### src/rtl/pce_pad_scanner.sv
// -----------------------------------------------------------------------------
// pce_pad_scanner
//
// Console-side scanner for the PC Engine joypad port. It drives CLR and SEL
// toward a single pad or a 5-port multitap and reads one 8-bit RS21LDRU byte
// per port, two nibbles at a time. Bytes are collected in a shadow buffer and
// published on PAD1..PAD5 together in a single COMMIT cycle, so the CPU side
// never sees a partially updated frame.
//
// Parameters:
//   SETTLE     cycles each CLR/SEL level is held before D_IN is sampled (1..255)
//   NUM_PORTS  ports scanned per frame (1..5); unscanned PADn read 8'hFF
//
// Ports:
//   CLK        system clock, rising edge
//   nRESET     asynchronous active-low reset
//   START      scan request, level-sampled only while idle
//   BUSY       high while a scan is in progress
//   DONE       one-cycle pulse when a new frame is committed
//   CLR        pad/multitap clear line
//   SEL        nibble select: 1 = LDRU (bits 3:0), 0 = RS21 (bits 7:4)
//   D_IN       nibble from pad/multitap, active-low
//   PAD1..PAD5 committed bytes, RS21LDRU, active-low
// -----------------------------------------------------------------------------
module pce_pad_scanner #(
    parameter int unsigned SETTLE    = 4,
    parameter int unsigned NUM_PORTS = 5
) (
    input  logic       CLK,
    input  logic       nRESET,
    input  logic       START,
    output logic       BUSY,
    output logic       DONE,
    output logic       CLR,
    output logic       SEL,
    input  logic [3:0] D_IN,
    output logic [7:0] PAD1,
    output logic [7:0] PAD2,
    output logic [7:0] PAD3,
    output logic [7:0] PAD4,
    output logic [7:0] PAD5
);

    typedef enum logic [2:0] {
        IDLE   = 3'd0,
        CLR_HI = 3'd1,
        CLR_LO = 3'd2,
        RD_LO  = 3'd3,
        RD_HI  = 3'd4,
        COMMIT = 3'd5
    } state_t;

    // Counter runs SETTLE-1 .. 0, so a phase entered at edge e ends at e+SETTLE.
    localparam logic [7:0] SETTLE_RELOAD = 8'(SETTLE - 1);
    localparam logic [2:0] LAST_PORT     = 3'(NUM_PORTS);

    state_t     state_r;
    state_t     state_s;
    logic [7:0] cnt_r;
    logic [7:0] cnt_s;
    logic [2:0] port_r;
    logic [2:0] port_s;
    logic       clr_r;
    logic       clr_s;
    logic       sel_r;
    logic       sel_s;
    logic       busy_r;
    logic       busy_s;
    logic       done_r;
    logic       done_s;
    logic       cap_lo_s;
    logic       cap_hi_s;
    logic       commit_s;
    logic       settled_s;
    logic [2:0] slot_s;
    logic [7:0] shadow_r [5];
    logic [7:0] pad_r    [5];

    assign settled_s = (cnt_r == 8'd0);
    // Port index is 1-based; shadow slots are 0-based.
    assign slot_s    = port_r - 3'd1;

    // Next-state, next-output and capture-strobe decode.
    always_comb begin
        state_s  = state_r;
        cnt_s    = settled_s ? 8'd0 : (cnt_r - 8'd1);
        port_s   = port_r;
        clr_s    = clr_r;
        sel_s    = sel_r;
        busy_s   = busy_r;
        done_s   = 1'b0;
        cap_lo_s = 1'b0;
        cap_hi_s = 1'b0;
        commit_s = 1'b0;
        case (state_r)
            IDLE: begin
                clr_s = 1'b0;
                sel_s = 1'b1;
                if (START) begin
                    state_s = CLR_HI;
                    clr_s   = 1'b1;
                    busy_s  = 1'b1;
                    port_s  = 3'd1;
                    cnt_s   = SETTLE_RELOAD;
                end else begin
                    busy_s  = 1'b0;
                end
            end
            CLR_HI: begin
                if (settled_s) begin
                    clr_s   = 1'b0;
                    state_s = CLR_LO;
                    cnt_s   = SETTLE_RELOAD;
                end else begin
                    state_s = CLR_HI;
                end
            end
            CLR_LO, RD_LO: begin
                // SEL falls in the same edge that samples the LDRU nibble.
                if (settled_s) begin
                    cap_lo_s = 1'b1;
                    sel_s    = 1'b0;
                    state_s  = RD_HI;
                    cnt_s    = SETTLE_RELOAD;
                end else begin
                    state_s  = state_r;
                end
            end
            RD_HI: begin
                // SEL rising here is what steps the multitap to its next port.
                if (settled_s) begin
                    cap_hi_s = 1'b1;
                    sel_s    = 1'b1;
                    cnt_s    = SETTLE_RELOAD;
                    if (port_r < LAST_PORT) begin
                        port_s  = port_r + 3'd1;
                        state_s = RD_LO;
                    end else begin
                        state_s = COMMIT;
                    end
                end else begin
                    state_s = RD_HI;
                end
            end
            COMMIT: begin
                commit_s = 1'b1;
                done_s   = 1'b1;
                busy_s   = 1'b0;
                state_s  = IDLE;
            end
            default: begin
                state_s = IDLE;
                clr_s   = 1'b0;
                sel_s   = 1'b1;
                busy_s  = 1'b0;
            end
        endcase
    end

    // FSM state, settle counter, port index and line/status registers.
    always_ff @(posedge CLK or negedge nRESET) begin
        if (!nRESET) begin
            state_r <= IDLE;
            cnt_r   <= 8'd0;
            port_r  <= 3'd1;
            clr_r   <= 1'b0;
            sel_r   <= 1'b1;
            busy_r  <= 1'b0;
            done_r  <= 1'b0;
        end else begin
            state_r <= state_s;
            cnt_r   <= cnt_s;
            port_r  <= port_s;
            clr_r   <= clr_s;
            sel_r   <= sel_s;
            busy_r  <= busy_s;
            done_r  <= done_s;
        end
    end

    // Shadow buffer: nibble captures for the port currently being read.
    always_ff @(posedge CLK or negedge nRESET) begin
        if (!nRESET) begin
            for (int n = 0; n < 5; n++) begin
                shadow_r[n] <= 8'hFF;
            end
        end else begin
            if (cap_lo_s) begin
                shadow_r[slot_s][3:0] <= D_IN;
            end
            if (cap_hi_s) begin
                shadow_r[slot_s][7:4] <= D_IN;
            end
        end
    end

    // Published frame: all ports replaced together at COMMIT.
    always_ff @(posedge CLK or negedge nRESET) begin
        if (!nRESET) begin
            for (int n = 0; n < 5; n++) begin
                pad_r[n] <= 8'hFF;
            end
        end else if (commit_s) begin
            for (int n = 0; n < 5; n++) begin
                if (n < int'(NUM_PORTS)) begin
                    pad_r[n] <= shadow_r[n];
                end else begin
                    pad_r[n] <= 8'hFF;
                end
            end
        end
    end

    assign BUSY = busy_r;
    assign DONE = done_r;
    assign CLR  = clr_r;
    assign SEL  = sel_r;
    assign PAD1 = pad_r[0];
    assign PAD2 = pad_r[1];
    assign PAD3 = pad_r[2];
    assign PAD4 = pad_r[3];
    assign PAD5 = pad_r[4];

endmodule
### config.mk
export PLATFORM = sky130hd
export DESIGN_NAME = pce_pad_scanner
export DESIGN_NICKNAME = d
export VERILOG_FILES = /design/src/rtl/pce_pad_scanner.sv
export SDC_FILE = /design/constraint.sdc
export NUM_CORES = 1
export LEC_CHECK = 0
export ABC_AREA = 1
export CORE_ASPECT_RATIO = 1.2
export CORE_UTILIZATION = 60
export DETAILED_ROUTE_END_ITERATION = 10
export PLACE_DENSITY = 0.82
export REMOVE_ABC_BUFFERS = 1
export SYNTH_ARGS = -nofsm -noshare
export SYNTH_HDL_FRONTEND = slang
export SYNTH_SLANG_ARGS = --single-unit
export TNS_END_PERCENT = 10
### constraint.sdc
create_clock -name CLK -period 5 [get_ports CLK]
set_input_delay 0.5 -clock CLK [delete_from_list [all_inputs] [get_ports CLK]]
set_output_delay 0.5 -clock CLK [all_outputs]
set_load 0.05 [all_outputs]
# Word level (Yosys, flattened, before mapping)
# Cells that the tools add are included.
# word_totals
ff_bits	98
latch_bits	0
mem_bits_rw	0
romBits	0
inputBits	7
wordCells	79
mem_count	0
# op_classes
add_sub_neg	3
multipliers	0
div_mod_pow	0
magnitude_cmp	3
eq_ne	10
shifts	0
mux	31
n_bitwise	3
reduce_logical	12
# ops
cell	count
$bwmux 40	2
$mux 40	2
$demux 8 s3	2
$mux 8	4
$mux 3	6
$pmux 8 s2	1
$pmux 3 s4	1
$ne 2x2->1 const B	5
$logic_not 8->1	1
$reduce_or 4->1	2
$sub 8x1->8 const B	1
$mux 1	7
$eq 3x2->1 const B	2
$eq 3x3->1 const B	2
$pmux 1 s3	2
$pmux 3 s2	1
$ge 4x4->1 const B	1
$lt 4x1->1 const B	1
$mux 4	1
$not 3->4	1
$reduce_and 2->1	2
$reduce_and 4->1	1
$reduce_or 2->1	2
$add 3x1->3 const B	1
other kinds (10)	11

# Longest topological paths before layout
# logic_depth
depth_word	10
ltp_mapped	11

# Least setup slack after synthesis
# OpenSTA, ideal clock, no wires.
# synth_path
path_kind	reg2reg
start	register port_r[0]
end	register shadow_r[24] (netlist name)
arrival_ps	1719
required_time_ps	4916
setup_slack_ps	3197
path_stages_with_launch	8
path_buffers	0
synth_period_minus_slack_ps	1803
cell_sequence	dfstp_2 inv_2 ha_1 inv_1 nor3_4 nand2_4 nand2_1 o21ai_2
# synth_between
elab_chain_len	10
# synth_rtl
item	line	rtl
start: declaration	61	logic [2:0] port_r;
start signal: assignment	173	port_r <= port_s;
$sub 3x1->3 *	81	assign slot_s = port_r - 3'd1;
$not 3->4 (not written as such) *	189, 192	
$ge 4x4->1 (not written as such) or $lt 4x1->1 (tied branches)	189	shadow_r[slot_s][3:0] <= D_IN;
$logic_and 1x1->1 (not written as such)	189	
$mux 4 (not written as such)	189	
$demux 8 s3	189	
$bwmux 40	189	
$mux 40	188	if (cap_lo_s) begin
$bwmux 40	192	shadow_r[slot_s][7:4] <= D_IN;
$mux 40 *	191	if (cap_hi_s) begin
end signal: indexed assignment	185	shadow_r[n] <= 8'hFF;
end signal: indexed assignment	189	
end signal: indexed assignment	192	
end: declaration	76	logic [7:0] shadow_r [5];
# Mark *: on every way between the ends. The rest lies on a longest branch, timed or not.
# A chain may end at the register's enable or synchronous reset.

# Final worst setup path
# layout_path
start	register pad_r, in the netlist PAD1[0]
end	output port PAD1[0]
# layout_rtl
item	line	rtl
start: declaration	77	logic [7:0] pad_r [5];
start signal: indexed assignment	206	pad_r[n] <= shadow_r[n];
end: declaration	37	output logic [7:0] PAD1,
# No word-level cell between the ends.

==> impl_metrics.ini <==
[run_status]
outcome = finished clean

[global_route]
grt_max_degree = 56
grt_overflow = 0
antenna_found_initial = 0
grt_use_total_pct = 24.6
grt_pass1_vias = 3045
grt_pass1_wl_mm = 14.0

[clock_network]
clk_latency_ps = 370
cts_buffers = 9
cts_tree = built
cts_hold_buf = 0
clockBufferDepth = 2
htreeDepth = 3
root_buffer = clkbuf_8
clkTransAtPathRegs_ps = 100
cts_setup_buffers = 0
cts_resized = 0
cts.sinks = 98

[critical_path]
cp_num_buf_inv = 1
cp.arrival_ps = 1710
max_stage_delay_ps = 800
timing.rr.start = port_r[0]
cp_top_family = buffers and inverters
crit_type = flip-flop to output port
crit_required_ps = 4500
worstPathCellList = clkdlybuf4s50_1
crit_path_end_kind = output port
crit_path_start_kind = flip-flop
startpoint = PAD1[0]
crit_slowest_cell = clkdlybuf4s50_1
cp_max_fo = 2

[final_layout]
area_delta_synth_final_pct = 18.2
final_util_pct = 73.9
stdcell_area_sq_mm = 0.00506
mostFrequentLayoutCells = nand2_1 (194), dfstp_2 (82), clkdlybuf4s50_1 (49)
drive_gt1_share_pct = 27.4
final_common_cell = nand2_1
layout.cells.non_filler = 601
nNetsFinal = 521
n_antenna_cell = 0

[floorplanning]
core_area_sq_mm = 0.00685
die_area_sq_mm = 0.00748
ios = 51
die_w_um = 79.1
rows = 33
initial_utilization_pct = 62.5
die_h_um = 94.6

[timing]
tightest_slew_ps = 699
clock_skew_ps = 12.3
rsz0062_at_grt = no
relSlewSlack_pct = 53.3
slew_violations = 0
period_minus_slack_ps = 2210
finalSetupViolCount = 0
finalSetupTns_ps = 0
hold_violations = 0
worst_slack_ps = 2790
period_share_pct = 44.2
timing.fmax_ghz = 0.453

[route]
drc = 0
drtIter0Drc = 246
detail_route.wl_per_cell_um = 13.5
ant_nets = 0
vias = 3067
wl_mm = 8.11
firstDrtPassIters = 4
vias_per_cell = 5.10

[logic_synthesis]
synthTopCellsByArea = dfstp_2 (50%), nand2_1 (17%), dfrtp_1 (9.3%)
ys_seq_area_share_pct = 59.6
synthCells = 454
synthDistinctLibCells = 29
synth-seq-cells = 98
synth_top_area_share_pct = 50.3
syn-cell-area_sq_mm = 0.00428
synth_area_per_cell_sq_um = 9.44
yosysTopAreaCell = dfstp_2
yosysWarnings = 0

[placed_design]
portBuffers = 50
dp.cells = 585
hpwl_mm = 5.57
placed_area_sq_mm = 0.00486
dp_slack_ps = 3030
gp_congestion = 0.854

[power]
powerDensity_mw_per_mm2 = 268
ir_drop_mv = 0.155
leakage_uw = 0.00256

[hold_path]
hp-class = input pin to asynchronous set/reset pin

[job]
maxCapViolCount = 0
[sequential cells by signal, indices dropped and copies added (netlist names)]
signal and count:
PAD4 8, PAD3 8, PAD5 8, port_r 3, DONE 1, BUSY 1
shadow_r 40, SEL 1, CLR 1, cnt_r 8, PAD2 8, state_r 3
PAD1 8
[area by class of cell]
cell class              count  area, sq um
multi-input cells         311         1530
flip-flops and latches     98         2550
repair buffers             52          513
well taps                  87          109
clock buffers               9          124
clock inverters             7         82.6
inverters                  37          151
fillers                   524         1790
[metrics by stage]
stage	power, uW	hold WS [ps]
floorplan	812	204
global placement	835	451
detailed placement	836	453
CTS	1360	133
global route	1400	163
finish	1360	128
[cells by family (layout without fill, tap and decap cells)]
family          Yosys count  count (layout)  share of synthesized area [%]
compound gates           58              58                           7.45
fa+ha+maj                 5               5                           1.46
buf+inv                  45             105                           4.64
flops                    98              98                           59.6
simple gates            244             244                           26.0
xor+xnor                  4               4                          0.818
[final timing paths]
path,endpoint,slack (ps),depth (start not counted)
min in group CLK,PAD3[1],460,2
max in group asynchronous,shadow_r[20],3850,2
max,PAD1[0],2790,1
max reg2reg,shadow_r[26],3020,7
min,cnt_r[7],130,1
min reg2reg,PAD3[1],460,2
[synthesized netlist by cell type (all sizes together)]
master / count
ha: 5
nor3: 6
clkinv: 3
a22oi: 1
o21ai: 55
nand4: 1
nand3b: 1
dfrtp: 16
dfstp: 82
a21oi: 2
nor2: 21
xor2: 4
nand3: 5
nand2: 210
buf: 6
inv: 34
clkbuf: 2
[power by group]
part	switching (uW)	total [uW]	internal, uW	leakage, uW
Sequential	0	796	796	0.00105
Clock	294	534	239	0.0000984
Combinational	21.7	26.5	4.75	0.00141
[metal layers]
layer  share of wire (%)  track usage [%]  vias to the layer above
li1                    -                -                     1534
met1                  44             30.4                     1467
met2                  52             42.3                       57
met3                 3.0             4.54                        9
met4                 1.4             10.2                        0
met5                   0                0                        -
No activity file was read; power rests on OpenSTA's default activity.
